[src/rtl/board_renderer.sv]
// Board renderer: sweeps the 96x96 tic-tac-toe grid one pixel per clock into the
// VGA adapter, drawing grid lines, X glyphs (red) and O box glyphs (blue) from a
// snapshot of the nine square registers taken when the redraw is accepted.
module board_renderer #(
    parameter int unsigned CELL_LOG2 = 5,
    parameter int unsigned X0        = 32,
    parameter int unsigned Y0        = 12,
    parameter int unsigned MARGIN    = 4
) (
    input  logic        clock,
    input  logic        resetn,   // asynchronous, active-high
    input  logic        start,
    input  logic [17:0] board,
    output logic [7:0]  x,
    output logic [6:0]  y,
    output logic [2:0]  colour,
    output logic        plot,
    output logic        busy,
    output logic        done
);

    localparam int unsigned CELL   = 1 << CELL_LOG2;
    localparam int unsigned CW     = CELL_LOG2 + 2;
    localparam int unsigned LAST   = 3 * CELL - 1;
    localparam int unsigned G_LO   = MARGIN;
    localparam int unsigned G_HI   = CELL - 1 - MARGIN;
    localparam int unsigned DIAG   = CELL - 1;

    typedef logic [CW-1:0]        cnt_t;
    typedef logic [CELL_LOG2-1:0] uv_t;
    typedef logic [CELL_LOG2:0]   sum_t;

    localparam logic [2:0] COL_LINE = 3'b111;
    localparam logic [2:0] COL_X    = 3'b100;
    localparam logic [2:0] COL_O    = 3'b001;
    localparam logic [2:0] COL_BG   = 3'b000;

    typedef enum logic [1:0] {
        S_IDLE = 2'd0,
        S_DRAW = 2'd1,
        S_DONE = 2'd2
    } state_t;

    state_t      state_q, state_d;
    cnt_t        px_q, px_d;
    cnt_t        py_q, py_d;
    logic [17:0] snap_q, snap_d;
    logic [7:0]  x_q, x_d;
    logic [6:0]  y_q, y_d;
    logic [2:0]  colour_q, colour_d;
    logic        plot_q, plot_d;
    logic        busy_q, busy_d;
    logic        done_q, done_d;

    logic [1:0]  col, row, sym;
    logic [3:0]  idx;
    uv_t         u, v;
    sum_t        uv_diff, uv_sum;
    logic        in_box, on_line, on_x, on_o;
    logic [2:0]  pix_colour;

    // Classify the pixel at the current sweep coordinate.
    always_comb begin
        col      = 2'(px_q >> CELL_LOG2);
        row      = 2'(py_q >> CELL_LOG2);
        u        = px_q[CELL_LOG2-1:0];
        v        = py_q[CELL_LOG2-1:0];
        idx      = 4'(row) * 4'd3 + 4'(col);
        sym      = 2'(snap_q >> {idx, 1'b0});
        uv_diff  = {1'b0, u} - {1'b0, v};
        uv_sum   = {1'b0, u} + {1'b0, v};
        in_box   = (u >= uv_t'(G_LO)) && (u <= uv_t'(G_HI)) &&
                   (v >= uv_t'(G_LO)) && (v <= uv_t'(G_HI));
        on_line  = ((col != 2'd0) && (u == '0)) || ((row != 2'd0) && (v == '0));
        on_x     = (sym == 2'b01) && in_box &&
                   ((uv_diff == '0) || (uv_diff == sum_t'(1)) || (uv_diff == '1) ||
                    (uv_sum == sum_t'(DIAG - 1)) || (uv_sum == sum_t'(DIAG)) ||
                    (uv_sum == sum_t'(DIAG + 1)));
        on_o     = (sym == 2'b10) && in_box &&
                   ((u == uv_t'(G_LO)) || (u == uv_t'(G_HI)) ||
                    (v == uv_t'(G_LO)) || (v == uv_t'(G_HI)));
        pix_colour = COL_BG;
        if (on_line) begin
            pix_colour = COL_LINE;
        end else if (on_x) begin
            pix_colour = COL_X;
        end else if (on_o) begin
            pix_colour = COL_O;
        end
    end

    // Next-state, sweep counters and registered pixel outputs.
    always_comb begin
        state_d  = state_q;
        px_d     = px_q;
        py_d     = py_q;
        snap_d   = snap_q;
        x_d      = x_q;
        y_d      = y_q;
        colour_d = colour_q;
        plot_d   = 1'b0;
        busy_d   = busy_q;
        done_d   = 1'b0;
        case (state_q)
            S_IDLE: begin
                if (start) begin
                    snap_d  = board;
                    px_d    = '0;
                    py_d    = '0;
                    busy_d  = 1'b1;
                    state_d = S_DRAW;
                end
            end
            S_DRAW: begin
                x_d      = 8'(X0) + 8'(px_q);
                y_d      = 7'(Y0) + 7'(py_q);
                colour_d = pix_colour;
                plot_d   = 1'b1;
                busy_d   = 1'b1;
                if (px_q == cnt_t'(LAST)) begin
                    px_d = '0;
                    if (py_q == cnt_t'(LAST)) begin
                        state_d = S_DONE;
                    end else begin
                        py_d = py_q + cnt_t'(1);
                    end
                end else begin
                    px_d = px_q + cnt_t'(1);
                end
            end
            S_DONE: begin
                done_d  = 1'b1;
                busy_d  = 1'b0;
                state_d = S_IDLE;
            end
            default: begin
                state_d = S_IDLE;
                busy_d  = 1'b0;
            end
        endcase
    end

    // State, counter, snapshot and output registers.
    always_ff @(posedge clock or posedge resetn) begin
        if (resetn) begin
            state_q  <= S_IDLE;
            px_q     <= '0;
            py_q     <= '0;
            snap_q   <= '0;
            x_q      <= '0;
            y_q      <= '0;
            colour_q <= '0;
            plot_q   <= 1'b0;
            busy_q   <= 1'b0;
            done_q   <= 1'b0;
        end else begin
            state_q  <= state_d;
            px_q     <= px_d;
            py_q     <= py_d;
            snap_q   <= snap_d;
            x_q      <= x_d;
            y_q      <= y_d;
            colour_q <= colour_d;
            plot_q   <= plot_d;
            busy_q   <= busy_d;
            done_q   <= done_d;
        end
    end

    assign x      = x_q;
    assign y      = y_q;
    assign colour = colour_q;
    assign plot   = plot_q;
    assign busy   = busy_q;
    assign done   = done_q;

endmodule
[config.mk]
export PLATFORM = sky130hd
export DESIGN_NAME = board_renderer
export DESIGN_NICKNAME = d
export VERILOG_FILES = /design/src/rtl/board_renderer.sv
export SDC_FILE = /design/constraint.sdc
export NUM_CORES = 1
export LEC_CHECK = 0
export ABC_CLOCK_PERIOD_IN_PS = 3570
export CAP_MARGIN = 20
export CORE_MARGIN = 5
export CORE_UTILIZATION = 55
export DETAILED_ROUTE_END_ITERATION = 6
export HOLD_SLACK_MARGIN = 0.02
export PLACE_DENSITY = 0.8
export RECOVER_POWER = 25
export SETUP_SLACK_MARGIN = 0.5
export SLEW_MARGIN = 20
export SYNTH_ARGS = -nofsm -noshare
export SYNTH_HDL_FRONTEND = slang
export SYNTH_SLANG_ARGS = --single-unit
[constraint.sdc]
create_clock -name clock -period 3.57 [get_ports clock]
set_clock_uncertainty 0.05 [all_clocks]
set_input_delay 0.357 -clock clock [delete_from_list [all_inputs] [get_ports clock]]
set_output_delay 0.357 -clock clock [all_outputs]
set_load 0.01 [all_outputs]
# Word level (Yosys, flattened, before mapping)
# Cells that the tools add are included.
# op_classes
n_eq_ne,19
mul,1
div,0
order_cmp,4
bitwise,0
mux,17
n_reduce_logical,29
shifts,1
n_addsub,7
# ops
op,n
7-bit two-way mux,4
7-bit one-hot mux with 2 select lines,2
18-bit by 5-bit >> shifter with 2-bit output,1
"7-bit by 1-bit adder with 7-bit output, second input constant",2
"7-bit equality test, second input constant",2
"6-bit by 5-bit equality test with 1-bit output, second input constant",2
"6-bit equality test, second input constant",2
"5-bit by 3-bit equality test with 1-bit output, second input constant",2
"5-bit equality test, second input constant",2
"5-bit by 3-bit greater-or-equal comparator with 1-bit output, second input constant",2
"5-bit less-or-equal comparator, second input constant",2
5-bit logical NOT,2
1-bit logical AND,9
1-bit logical OR,9
"6-bit by 7-bit adder with 8-bit output, first input constant",1
"2-bit inequality test, second input constant",4
"4-bit by 7-bit adder with 7-bit output, first input constant",1
5-bit by 5-bit adder with 6-bit output,1
"6-bit by 1-bit equality test with 1-bit output, second input constant",1
6-bit logical NOT,1
2-bit two-way mux,3
3-bit two-way mux,2
2-bit nonzero test,3
5-bit by 5-bit subtractor with 6-bit output,1
11 further kinds,17
# totals
reg_bits,55
latchBits,0
mem_count,0
output_inout_bits,21
romBits,0
in_bits,21
ramBits,0

# Depth between registers and ports, before layout
# depth
ltp_word,10
mapped_depth,10
depth_no_buf,10

# Least setup slack after synthesis
# OpenSTA, ideal clock, no wires.
# synth_timing
path_type,register -> register
startpoint,register py_q[6]
endpoint,register colour_q[0] (netlist: colour[0])
stages_incl_launch_ff,8
path_buffers,0
setup_ns,0.077
setup_slack_ns,0.931
t_arrival_ns,2.512
cell_sequence,dfrtp_1 > fa_1 > ha_1 > fa_1 > nor4b_1 > a2bb2oi_1 > or3_1 > a21oi_1
# synth_via
elab_chain_cells,9
elab_cells_between_ends,15
classes_between,add/sub: 1; mul: 1; eq/ne: 2; shift: 1; mux: 3; reduce/logical: 7
# synth_lines
item,line_no,source
"start, declared",46,"cnt_t py_q, py_d;"
"start signal, assigned",159,py_q <= py_d;
2-bit by 2-bit multiplier with 4-bit output,68,idx = 4'(row) * 4'd3 + 4'(col);
4-bit by 2-bit adder with 4-bit output,68,
18-bit by 5-bit >> shifter with 2-bit output,69,"sym = 2'(snap_q >> {idx, 1'b0});"
2-bit equality test,79,on_o = (sym == 2'b10) && in_box &&
1-bit logical AND (2 in a row),79,
1-bit two-way mux,87,end else if (on_o) begin
3-bit two-way mux,85,end else if (on_x) begin
3-bit two-way mux (*),83,if (on_line) begin
"end signal, assigned",163,colour_q <= colour_d;
"end, declared",50,"logic [2:0] colour_q, colour_d;"
# Mark *: on every way between the ends. The rest lies on a longest branch, timed or not.
# A chain may end at the register's enable or synchronous reset.

# Worst setup path in the final report
# Ends and elaborated chain as after synthesis.

==> qor.yml <==
outcome: "complete, no violations"
synth.distinct_cells: 51
worstMarginPinSlew_ns: 1.11
path_cells: "fa_1 > ha_1 > fa_1 > nor4b_2 > a2bb2oi_1 > or3_1 > a21oi_1"
synth_edf_count: 0
finalSetupViolations: 0
grt_setup_unrepaired: "false"
timing_worst_setup_path_type: "reg2reg"
worst_case_headroom_to_the_max_slew_limit_pct: 26.1
overall_power_after_layout_mw: 1.05
postRouteAntennaNets: 0
pwr_density_cell_nw_per_um2: 283
cts-buffers-inserted: 5
largest_net_degree_at_the_start_of_global_routing: 32
insertion_delay_ns: 0.32
fin_worst_hold_slack_ns: 0.435
post-synth-top-area-cell: "dfrtp_1"
finish.utilization_pct: 66.7
min_delay_path_depth: 2
ff2ff_setup_slack_ns: 0.76
grt_first_pass_wirelength_um: 10600
final_nets: 389
ir_drop_mv: 0.241
postSynth.topFlopCell: "dfrtp_1"
postRouteWirelength_um: 6180
synth_commonest_cells: "dfrtp_1, nand2_1, o21ai_0"
hold_start: "x[6]$_DFFE_PP0P_"
worstSetupStartpoint: "py_q[6]$_DFFE_PP0P_"
effective_utilization_at_floorplan_pct: 56.6
reg2reg_depth: 7
cp_common_cell: "fa_1"
finalWeightedCongestion: 0.828
floorplan.rows: 27
synth.avg_cell_area_um2: 10.4
routed-via-count: 2323
vias_per_cell: 5.62
global_route.usage.total_pct: 17.9
cp_slowest_cell: "fa_1"
ctsHoldBuffers: 0
drt_first_iter_violations: 123
synth_top_area_share_pct: 43.9
max_cap_violations: 0
critPathArrivalTime_ns: 3.02
port-buffer-count: 41
cts_htree_levels: 2
clock_transition_at_the_registers_of_the_reported_paths_ns: 0.11
synth_top_cells_by_area: "dfrtp_1, ha_1, mux2_2"
worst_ep_required_time_ns: 3.77
syn_nets: 350
synth_cells: 301
critical_path.startpoint_type: "register"
drc_errors: 0
synth_most_common_cell: "dfrtp_1"
grt_overflow_total: 0
ys_async_sr_fraction_pct: 100
drive_gt1_share_pct: 9.97
finalCriticalPeriod_ns: 2.81
fmax_ghz: 0.356
clkSinkCount: 55
initial_antenna_violation_count: 0
synth.cell_area_um2: 3140
detail_route.first_pass.iterations: 4
hold-path-endpoint: "x[6]$_DFFE_PP0P_"
cellLeakagePower_nw: 1.58
hpwl_um: 4750
timing.rr.end: "colour[0]$_DFFE_PP0P_"
width_of_the_chip_um: 85.5
synth.ff_latch_count: 55
hold_path_class: "reg2reg"
ys.warnings.count: 0
die_footprint_um2: 7320
timing.rr.start: "py_q[6]$_DFFE_PP0P_"
timing.final.max_slew_violations: 0
fin_setup_tns_ns: 0
layout_worst_path_cycle_share_pct: 78.7
finalHoldViolations: 0
syn2layout_area_growth_pct: 17.8
clock_tree.root_cell: "clkbuf_8"
ios: 42
end_kind: "register"
synth-seq-area-share_pct: 43.9
critical-path-max-stage-delay_ns: 0.52
post_drt_wl_per_cell_um: 15.0
cp_max_fo: 6
placeable_area_um2: 5540
num_antenna_cells: 0
cts.path.max_buffers: 2
number_of_global_route_vias_before_repair: 2248
cts_tree: "done"
die-height_um: 85.5
## worst max-delay path, delay by kind of cell, from the launching register on
| family | cells | cell delay, ns |
|---|---|---|
| DFF | 1 | 0.51 |
| and+or+nand+nor | 2 | 0.69 |
| AOI/OAI and AO/OA | 2 | 0.29 |
| adders and majority gates | 3 | 1.21 |
## power breakdown
part,internal [mW],switching [mW],leakage (nW)
logic,0.0315,0.0184,0.854
clock network,0.144,0.215,0.0463
registers,0.633,0.00551,0.683
## sequential cells by signal, summed over array words and instances, names as in the netlist
name	cells
snap_q	18
x	8
px_q	7
py_q	7
y	7
colour	3
state_q	2
busy	1
done	1
plot	1
## worst max path at each step
stage / to / depth (start not counted)
after floorplan: colour[0]$_DFFE_PP0P_ / 7
after global placement: colour[0]$_DFFE_PP0P_ / 7
after detailed placement: colour[0]$_DFFE_PP0P_ / 7
after CTS: colour[0]$_DFFE_PP0P_ / 7
after global routing: colour[0]$_DFFE_PP0P_ / 7
final: colour[0]$_DFFE_PP0P_ / 7
## layer usage
metal	global-route usage, %	wire [um]
met1	24.4	2740
met2	29.7	3020
met3	3.27	349
met5	0	0
met4	4.75	77
## stage by stage
stage / cells / setup WS, ns / area [um2]
5_1_grt: 413 / 0.588 / 3700
2_1_floorplan: 301 / 0.931 / 3140
3_5_place_dp: 405 / 0.709 / 3600
6_report: 413 / 0.760 / 3700
3_3_place_gp: 405 / 0.845 / 3600
4_1_cts: 413 / 0.695 / 3690
## cell families after synthesis
kind of cell               count (synthesis)  synth area share, %
and+or+nand+nor                           91                 13.8
DFF                                       55                 43.9
AOI/OAI and AO/OA                         57                 11.2
adders and majority gates                 28                 12.1
muxes                                     25                 10.8
xor gates and xnor gates                  13                 3.63
buffers and inverters                     32                 4.51
## layout make-up
class                      count  area (um2)
clock buffer                   5        68.8
clock inverter                 3        27.5
fill                         461        1840
inverter                      19        71.3
multi-input combinational    214        1630
sequential                    55        1380
tap                           72        90.1
timing repair buffer          45         437
## layout by cell type (no fill, tap or decap), drive strengths merged, types with 6 or more instances in the layout
master and n:
nand2 40, ha 24, xnor2 10, dfrtp 55
o21ai 28, clkbuf 6, a21oi 11, nor2 19
mux2 19, clkdlybuf4s50 40, inv 19
## timing repair
| item | CTS | global route |
|---|---|---|
| setup endpoints to repair | 0 | 1 |
| hold endpoints to repair | 0 | 0 |
| setup buffers | 0 | 0 |
| gates resized for setup | 0 | 1 |
Note: power is estimated with default switching activity, not from simulation.
